### config.mk
export PLATFORM = sky130hd
export DESIGN_NAME = mem_arbiter_flat
export DESIGN_NICKNAME = d
export VERILOG_FILES = /design/src/rtl/mem_arbiter_if.sv /design/src/rtl/mem_arbiter.sv /design/src/flat_wrapper.sv
export SDC_FILE = /design/constraint.sdc
export NUM_CORES = 1
export LEC_CHECK = 0
export CORE_MARGIN = 1
export CORE_UTILIZATION = 34
export CTS_CLUSTER_DIAMETER = 40
export DETAILED_ROUTE_END_ITERATION = 10
export PLACE_DENSITY = 0.86
export SKIP_CTS_REPAIR_TIMING = 1
export SLEW_MARGIN = 20
export SYNTH_ARGS = -nofsm -noshare
export SYNTH_HDL_FRONTEND = slang
export SYNTH_SLANG_ARGS = --single-unit
### constraint.sdc
create_clock -name clk -period 2.1 [get_ports clk]
set_input_delay 0.315 -clock clk [delete_from_list [all_inputs] [get_ports clk]]
set_output_delay 0.315 -clock clk [all_outputs]
set_load 0.01 [all_outputs]
### src/rtl/mem_arbiter_if.sv
// Bundle between the three requesters, the arbiter and mem_space.
// slave = arbiter side, master = requester/memory side.
interface mem_arbiter_if #(
  parameter int SIZE = 16
);
  logic [2:0]        req;
  logic [2:0]        lock;
  logic [2:0]        req_we;
  logic [2:0]        req_bw;
  logic [3*SIZE-1:0] req_addr;
  logic [3*SIZE-1:0] req_wdata;
  logic [2:0]        gnt;
  logic [2:0]        done;
  logic [SIZE-1:0]   rdata;
  logic [SIZE-1:0]   MAB_in;
  logic [SIZE-1:0]   MDB_in;
  logic              MW;
  logic              BW;
  logic [SIZE-1:0]   MDB_out;

  modport slave (
    input  req, lock, req_we, req_bw, req_addr, req_wdata, MDB_out,
    output gnt, done, rdata, MAB_in, MDB_in, MW, BW
  );

  modport master (
    output req, lock, req_we, req_bw, req_addr, req_wdata, MDB_out,
    input  gnt, done, rdata, MAB_in, MDB_in, MW, BW
  );
endinterface

### src/rtl/mem_arbiter.sv
// Shares mem_space among fetch(0), operand(1), stack(2); priority 1>2>0 with fetch starvation guard.
// Latency: decision -> MEM_LAT ACCESS cycles -> done; requesters hold req until done (no other backpressure).
module mem_arbiter #(
  parameter int SIZE       = 16,
  parameter int MEM_LAT    = 1,
  parameter int STARVE_MAX = 3
) (
  input logic         clk,
  input logic         rst,
  mem_arbiter_if.slave bus
);
  localparam logic [1:0] S_IDLE   = 2'd0;
  localparam logic [1:0] S_ACCESS = 2'd1;
  localparam logic [1:0] S_RESP   = 2'd2;

  localparam int LW = (MEM_LAT > 1) ? $clog2(MEM_LAT) : 1;
  localparam int SW = $clog2(STARVE_MAX + 1);
  localparam logic [LW-1:0] LAT_LAST   = LW'(MEM_LAT - 1);
  localparam logic [SW-1:0] STARVE_TOP = SW'(STARVE_MAX);

  logic [1:0]      state_q, state_d;
  logic [1:0]      owner_q, owner_d;
  logic [SIZE-1:0] addr_q, addr_d;
  logic [SIZE-1:0] wdata_q, wdata_d;
  logic            we_q, we_d;
  logic            bw_q, bw_d;
  logic [LW-1:0]   lat_q, lat_d;
  logic [SW-1:0]   starve_q, starve_d;
  logic [SIZE-1:0] rdata_q, rdata_d;

  logic [1:0]      win;
  logic [1:0]      sel;
  logic            decide;
  logic            lock_go;
  logic [SIZE-1:0] cmd_addr, cmd_wdata;
  logic [SIZE-1:0] rd_fmt;
  logic            in_access, in_resp;

  always_comb begin
    if (bus.req[0] && starve_q == STARVE_TOP) win = 2'd0;
    else if (bus.req[1])                       win = 2'd1;
    else if (bus.req[2])                       win = 2'd2;
    else                                       win = 2'd0;
  end

  assign lock_go = bus.lock[owner_q] && bus.req[owner_q] && (starve_q < STARVE_TOP);

  always_comb begin
    case (sel)
      2'd1: begin
        cmd_addr  = bus.req_addr[SIZE +: SIZE];
        cmd_wdata = bus.req_wdata[SIZE +: SIZE];
      end
      2'd2: begin
        cmd_addr  = bus.req_addr[2*SIZE +: SIZE];
        cmd_wdata = bus.req_wdata[2*SIZE +: SIZE];
      end
      default: begin
        cmd_addr  = bus.req_addr[0 +: SIZE];
        cmd_wdata = bus.req_wdata[0 +: SIZE];
      end
    endcase
  end

  assign rd_fmt = bw_q ? {{(SIZE-8){1'b0}}, bus.MDB_out[7:0]} : bus.MDB_out;

  always_comb begin
    state_d  = state_q;
    owner_d  = owner_q;
    addr_d   = addr_q;
    wdata_d  = wdata_q;
    we_d     = we_q;
    bw_d     = bw_q;
    lat_d    = lat_q;
    starve_d = starve_q;
    rdata_d  = rdata_q;
    decide   = 1'b0;
    sel      = win;
    case (state_q)
      S_IDLE: begin
        if (|bus.req) begin
          decide  = 1'b1;
          state_d = S_ACCESS;
          lat_d   = '0;
        end
      end
      S_ACCESS: begin
        if (lat_q == LAT_LAST) state_d = S_RESP;
        else                   lat_d   = lat_q + LW'(1);
      end
      S_RESP: begin
        if (!we_q) rdata_d = rd_fmt;
        // Locked follow-on skips IDLE but still counts toward fetch starvation.
        if (lock_go) begin
          decide  = 1'b1;
          sel     = owner_q;
          state_d = S_ACCESS;
          lat_d   = '0;
        end else begin
          state_d = S_IDLE;
        end
      end
      default: state_d = S_IDLE;
    endcase

    if (decide) begin
      owner_d = sel;
      addr_d  = cmd_addr;
      wdata_d = cmd_wdata;
      we_d    = bus.req_we[sel];
      bw_d    = bus.req_bw[sel];
      if (bus.req[0] && sel != 2'd0)
        starve_d = (starve_q == STARVE_TOP) ? starve_q : starve_q + SW'(1);
      else
        starve_d = '0;
    end
  end

  always_ff @(posedge clk or negedge rst) begin
    if (!rst) begin
      state_q  <= S_IDLE;
      owner_q  <= '0;
      addr_q   <= '0;
      wdata_q  <= '0;
      we_q     <= 1'b0;
      bw_q     <= 1'b0;
      lat_q    <= '0;
      starve_q <= '0;
      rdata_q  <= '0;
    end else begin
      state_q  <= state_d;
      owner_q  <= owner_d;
      addr_q   <= addr_d;
      wdata_q  <= wdata_d;
      we_q     <= we_d;
      bw_q     <= bw_d;
      lat_q    <= lat_d;
      starve_q <= starve_d;
      rdata_q  <= rdata_d;
    end
  end

  assign in_access = (state_q == S_ACCESS);
  assign in_resp   = (state_q == S_RESP);

  // Outputs decode straight from state so an async reset silences them at once.
  assign bus.gnt    = in_access ? (3'b001 << owner_q) : 3'b000;
  assign bus.done   = in_resp   ? (3'b001 << owner_q) : 3'b000;
  assign bus.rdata  = (in_resp && !we_q) ? rd_fmt : rdata_q;
  assign bus.MAB_in = in_access ? addr_q  : '0;
  assign bus.MDB_in = in_access ? wdata_q : '0;
  assign bus.MW     = in_access && we_q && (lat_q == '0);
  assign bus.BW     = in_access && bw_q;
endmodule
### src/flat_wrapper.sv
// flat-port wrapper written by rule: the top's interface ports become plain ports
module mem_arbiter_flat 
#(
  parameter int SIZE       = 16,
  parameter int MEM_LAT    = 1,
  parameter int STARVE_MAX = 3
)
  (clk, rst, bus_req, bus_lock, bus_req_we, bus_req_bw, bus_req_addr, bus_req_wdata, bus_MDB_out, bus_gnt, bus_done, bus_rdata, bus_MAB_in, bus_MDB_in, bus_MW, bus_BW);
  mem_arbiter_if #(.SIZE(SIZE)) bus_i ();
  input logic clk;
  input logic rst;
  input wire logic [$bits(bus_i.req)-1:0] bus_req;
  input wire logic [$bits(bus_i.lock)-1:0] bus_lock;
  input wire logic [$bits(bus_i.req_we)-1:0] bus_req_we;
  input wire logic [$bits(bus_i.req_bw)-1:0] bus_req_bw;
  input wire logic [$bits(bus_i.req_addr)-1:0] bus_req_addr;
  input wire logic [$bits(bus_i.req_wdata)-1:0] bus_req_wdata;
  input wire logic [$bits(bus_i.MDB_out)-1:0] bus_MDB_out;
  output wire logic [$bits(bus_i.gnt)-1:0] bus_gnt;
  output wire logic [$bits(bus_i.done)-1:0] bus_done;
  output wire logic [$bits(bus_i.rdata)-1:0] bus_rdata;
  output wire logic [$bits(bus_i.MAB_in)-1:0] bus_MAB_in;
  output wire logic [$bits(bus_i.MDB_in)-1:0] bus_MDB_in;
  output wire logic [$bits(bus_i.MW)-1:0] bus_MW;
  output wire logic [$bits(bus_i.BW)-1:0] bus_BW;
  assign bus_i.req = bus_req;
  assign bus_i.lock = bus_lock;
  assign bus_i.req_we = bus_req_we;
  assign bus_i.req_bw = bus_req_bw;
  assign bus_i.req_addr = bus_req_addr;
  assign bus_i.req_wdata = bus_req_wdata;
  assign bus_i.MDB_out = bus_MDB_out;
  assign bus_gnt = bus_i.gnt;
  assign bus_done = bus_i.done;
  assign bus_rdata = bus_i.rdata;
  assign bus_MAB_in = bus_i.MAB_in;
  assign bus_MDB_in = bus_i.MDB_in;
  assign bus_MW = bus_i.MW;
  assign bus_BW = bus_i.BW;
  mem_arbiter #(.SIZE(SIZE), .MEM_LAT(MEM_LAT), .STARVE_MAX(STARVE_MAX)) u_core (.clk(clk), .rst(rst), .bus(bus_i));
endmodule
; Yosys cells after proc, flatten, opt, wreduce, memory -nomap -nowiden
; Index checks and enable logic that the tools add are counted.
[totals]
inputBits = 126
regBits = 57
[op_classes]
n_lt_le_gt_ge = 3
reduce_logical = 17
shifts = 1
n_eq_ne = 9
addsub = 2
n_mux = 34
bitwise = 2
[ops]
columns = cell, count
row1 = two-way mux 16 bit, 4
row2 = case mux 16 bit (2 select lines), 2
row3 = two-way mux 2 bit, 9
row4 = two-way mux 1 bit, 10
row5 = binary-select mux 1 bit (select 2 bit), 4
row6 = logical AND 1 bit, 8
row7 = equality test 2 bit (second input constant), 3
row8 = < comparator 2 x 3 -> 1 bit (second input constant), 2
row9 = two-way mux 3 bit, 2
row10 = case mux 2 bit (3 select lines), 1
row11 = AND reduction 2 bit, 3
row12 = equality test 2 x 1 -> 1 bit (second input constant), 2
row13 = inequality test 2 x 1 -> 1 bit (second input constant), 2
row14 = inequality test 2 bit (second input constant), 2
row15 = case mux 1 bit (3 select lines), 1
row16 = AND reduction 3 bit, 1
row17 = nonzero test 3 bit, 1
row18 = OR reduction 3 bit, 1
row19 = << shifter 1 x 2 -> 3 bit (first input constant), 1
row20 = adder 2 x 1 -> 2 bit (second input constant), 1
row21 = logical NOT 2 bit, 1
row22 = < comparator 2 bit (second input constant), 1
row23 = inverter 1 bit, 2
row24 = case mux 1 bit (2 select lines), 1
row25 = other kinds (3), 3

; Depth between registers and ports, before layout
[depth]
word_depth = 10
mapped_depth = 10

; Worst setup path before layout
; OpenSTA, ideal clock, no wires.
[synth_path]
kind = register -> register
from = register u_core.starve_q[0]
to = register u_core.addr_q[10]
arrival_time_ns = 1.899
stages_incl_launch_ff = 9
setup_slack_ns = 0.073
period_less_slack_ns = 2.027
setup_time_ns = 0.128
cell_sequence = dfrtp_1 > ha_1 > a2111oi_0 > nor4bb_1 > a31o_1 > buf_6 > clkbuf_1 > a221oi_1 > o2bb2ai_1
[synth_via]
elab_chain_len = 7
word_cells_on_any_way = 12
cone_classes = order compare (1) / eq/ne (3) / mux (6) / reduce/logical (2)
[synth_rtl]
columns = element, line_no
row1 = from (decl), mem_arbiter.sv:28  ; logic [SW-1:0] starve_q, starve_d;
row2 = from (signal assigned), mem_arbiter.sv:138  ; starve_q <= starve_d;
row3 = equality test 2 bit, mem_arbiter.sv:40  ; if (bus.req[0] && starve_q == STARVE_TOP) win = 2'd0;
row4 = logical AND 1 bit, mem_arbiter.sv:40
row5 = two-way mux 2 bit, mem_arbiter.sv:40
row6 = two-way mux 2 bit, mem_arbiter.sv:94  ; if (lock_go) begin
row7 = two-way mux 2 bit, mem_arbiter.sv:79  ; case (state_q)
row8 = equality test 2 bit / equality test 2 x 1 -> 1 bit (equally long branches), mem_arbiter.sv:49  ; case (sel)
row9 = case mux 16 bit (2 select lines), mem_arbiter.sv:49
row10 = to (signal assigned), mem_arbiter.sv:133  ; addr_q <= addr_d;
row11 = to (decl), mem_arbiter.sv:23  ; logic [SIZE-1:0] addr_q, addr_d;
; Several ways; a longest one is shown, not always the timed one.
; A chain may end at the register's enable or synchronous reset.

; Final worst setup path
[layout_path]
from = register u_core.state_q[1]
to = output port bus_MDB_in[7]
[layout_via]
elab_chain_len = 2
[layout_rtl]
columns = element, line_no
row1 = from (decl), mem_arbiter.sv:21  ; logic [1:0] state_q, state_d;
row2 = from (signal assigned), mem_arbiter.sv:131  ; state_q <= state_d;
row3 = equality test 2 x 1 -> 1 bit, mem_arbiter.sv:143  ; assign in_access = (state_q == S_ACCESS);
row4 = two-way mux 16 bit, mem_arbiter.sv:151  ; assign bus.MDB_in = in_access ? wdata_q : '0;
row5 = to (decl), flat_wrapper.sv:23  ; output wire logic [$bits(bus_i.MDB_in)-1:0] bus_MDB_in;
; Every way passes these cells.

==> flow_summary.ini <==
[sta]
rsz0062_at_grt = true
fin_crit_ns = 2.26
drv_slew = 0
min_period_over_period = 1.08
clock-skew-final_ns = 0.0104
slew_headroom = 0.659
timing.final.ws_setup_ns = -0.164
setup_viol = 70
clock.fmax_mhz = 442
hold_violations = 0
hold_slack_ns = 0.472
tightest_slew_ns = 0.512

[cells_and_area]
antenna_cells = 0
regArea_um2 = 1400
post-route-util = 0.627
nFillCells = 682
final_cells = 611
syn2layout_area_growth_pct = 74.3
layout-drive-gt1-share = 0.0889
multi_input_area_um2 = 1490
final_nets = 632

[clocking]
cts-root-buf = clkbuf_8
clock_sinks = 56
cts_buffers = 5
tritoncts = done
clk_pin_slew_ns = 0.09
h-tree-depth = 2
cts_buffer_depth = 2
clk_latency_ns = 0.30

[place]
port_buffers = 181
place_inst = 602
dp_slack_ns = -0.422
place_congestion = 0.875
place.detailed.hpwl_um = 7750

[setup_path]
critPathRequiredTime_ns = 1.78
path_class = reg2out
cp_max_fo = 25
cpPeakStageDelay_ns = 0.56
crit_cells = 5
reg2reg_depth = 7
arrival_ns = 1.95
cp_top_family = buffers and inverters
slowest_stage = clkdlybuf4s50_1
end_kind = output port
path_buf_inv = 3
cp-start-kind = register
path_cells = nand2b_1 > inv_2 > buf_12 > and2_1 > clkdlybuf4s50_1

[global_route]
grt_pass1_wl_um = 14900
grt_overflow_total = 0
grt_use_total = 0.211
antenna_found_initial = 0
grt_pass1_vias = 3132
grt_max_degree = 36

[synth]
synth_area_um2 = 3010
ys_types = 30
synth-edff-count = 0
synth_nets = 442
synthArstFlopShare = 1.00
yosys_warnings = 0
ys_seq_area_frac = 0.465
synth.avg_cell_area_um2 = 9.56
netlist_instances = 315
synth_ff_type = dfrtp_1
synth-seq-cells = 56

[run]
max_cap_viol_count = 0

[pwr]
leakagePower_nw = 2.36
powerDensity_nw_per_um2 = 1200
peakVddDrop_uv = 509

[floorplan]
die_w_um = 96.1
die_h_um = 96.1
core_area_um2 = 8380
fp.dieArea_um2 = 9240
num_io_pins = 182
start_util = 0.359
rows = 33

[detailed_routing]
vias_per_cell = 5.28
dr.first_iter.drc_count = 140
wl_per_cell_um = 16.4
vias = 3229
drc = 0
final_antenna_net_count = 0
wirelength_um = 10000
dr.pass1.iters = 4

[status]
violations = negative setup slack
status = finished with violations

[hold_path]
hp-class = reg2reg
holdPathStages = 2
[placed cells by master, fill, tap and decap left out, drive strengths merged, types with 8 or more instances in the layout]
| cell type | count |
|---|---|
| clkdlybuf4s50 | 161 |
| dfrtp | 56 |
| nand2 | 49 |
| nor2 | 42 |
| o2bb2ai | 35 |
| and2 | 34 |
| a221oi | 34 |
| buf | 28 |
| dlymetal6s2s | 19 |
| nand3b | 11 |
| clkbuf | 8 |
[routing by layer]
| metal | up-vias | GRT usage | wire (um) |
|---|---|---|---|
| met1 | 1538 | 0.238 | 3820 |
| li1 | 1521 | - | - |
| met5 | - | 0 | 0 |
| met3 | 16 | 0.0537 | 929 |
| met2 | 154 | 0.388 | 5100 |
| met4 | 0 | 0.0622 | 159 |
[logic make-up (layout without fill, tap and decap cells)]
kind of cell / count (synthesis) / in the layout / share of synthesized area
flops: 56 / 56 / 0.465
buf+inv: 28 / 219 / 0.0532
mux: 2 / 2 / 0.00664
fa+ha+maj: 1 / 1 / 0.00415
simple gates: 150 / 150 / 0.247
compound gates: 78 / 78 / 0.224
[cell type report]
class	instances	area share
timing repair buffer	209	0.406
tap	105	0.0250
clock buffer	8	0.0172
sequential	56	0.267
multi-input combinational	231	0.283
inverter	2	0.00143
[flip-flops by register name, summed over array words and instances, names as in the netlist]
signal	cells
u_core.starve_q	2
u_core.bw_q	1
u_core.addr_q	16
u_core.rdata_q	16
u_core.state_q	2
u_core.owner_q	2
u_core.we_q	1
u_core.wdata_q	16
[worst paths after layout]
| check | endpoint | slack [ns] | start |
|---|---|---|---|
| min reg2reg | u_core.rdata_q[11] | 0.47 | u_core.rdata_q[11] |
| max in group asynchronous | u_core.rdata_q[8] | 1.03 | rst |
| max reg2reg | u_core.wdata_q[3] | -0.13 | u_core.owner_q[0] |
| min in group asynchronous | u_core.rdata_q[5] | 0.51 | rst |
| max | bus_MDB_in[7] | -0.16 | u_core.state_q[1] |
| min | u_core.rdata_q[11] | 0.47 | u_core.rdata_q[11] |
[cells in the mapped netlist, drive strengths merged, types with 2 or more instances]
library cell	instances	area share
nor3	3	0.0087
and2	34	0.071
o2bb2ai	35	0.10
nor4	2	0.0062
nor2	42	0.052
nor3b	2	0.0050
nand3b	11	0.027
clkbuf	9	0.011
o21ai	3	0.0050
o21a	2	0.0050
mux2i	2	0.0066
dfrtp	56	0.47
nand2b	4	0.0083
buf	17	0.039
a221oi	34	0.099
nand2	49	0.061
inv	2	0.0025
[where the power goes]
group          switching, W  internal [W]
combinational       0.00183       0.00199
clock              0.000332      0.000270
sequential         0.000306       0.00160
total               0.00247       0.00386
[through the flow]
| stage | setup TNS, ns | cell area (um^2) | total power, W |
|---|---|---|---|
| after floorplan | 0 | 3010 | 0.00385 |
| after global placement | -11.44 | 5080 | 0.00563 |
| after detailed placement | -13.48 | 5080 | 0.00577 |
| after CTS | -14.28 | 5170 | 0.00639 |
| after global routing | -13.99 | 5250 | 0.00680 |
| final | -7.38 | 5250 | 0.00632 |
[worst register-to-register path, delay by kind of cell, from the launching register on]
kind                   cells  cell delay, ns
AND/OR/NAND/NOR            2            0.30
buffers and inverters      1            0.23
flip-flops                 1            0.43
AO/OA/AOI/OAI              4            1.17
(Power assumes the default switching activity.)
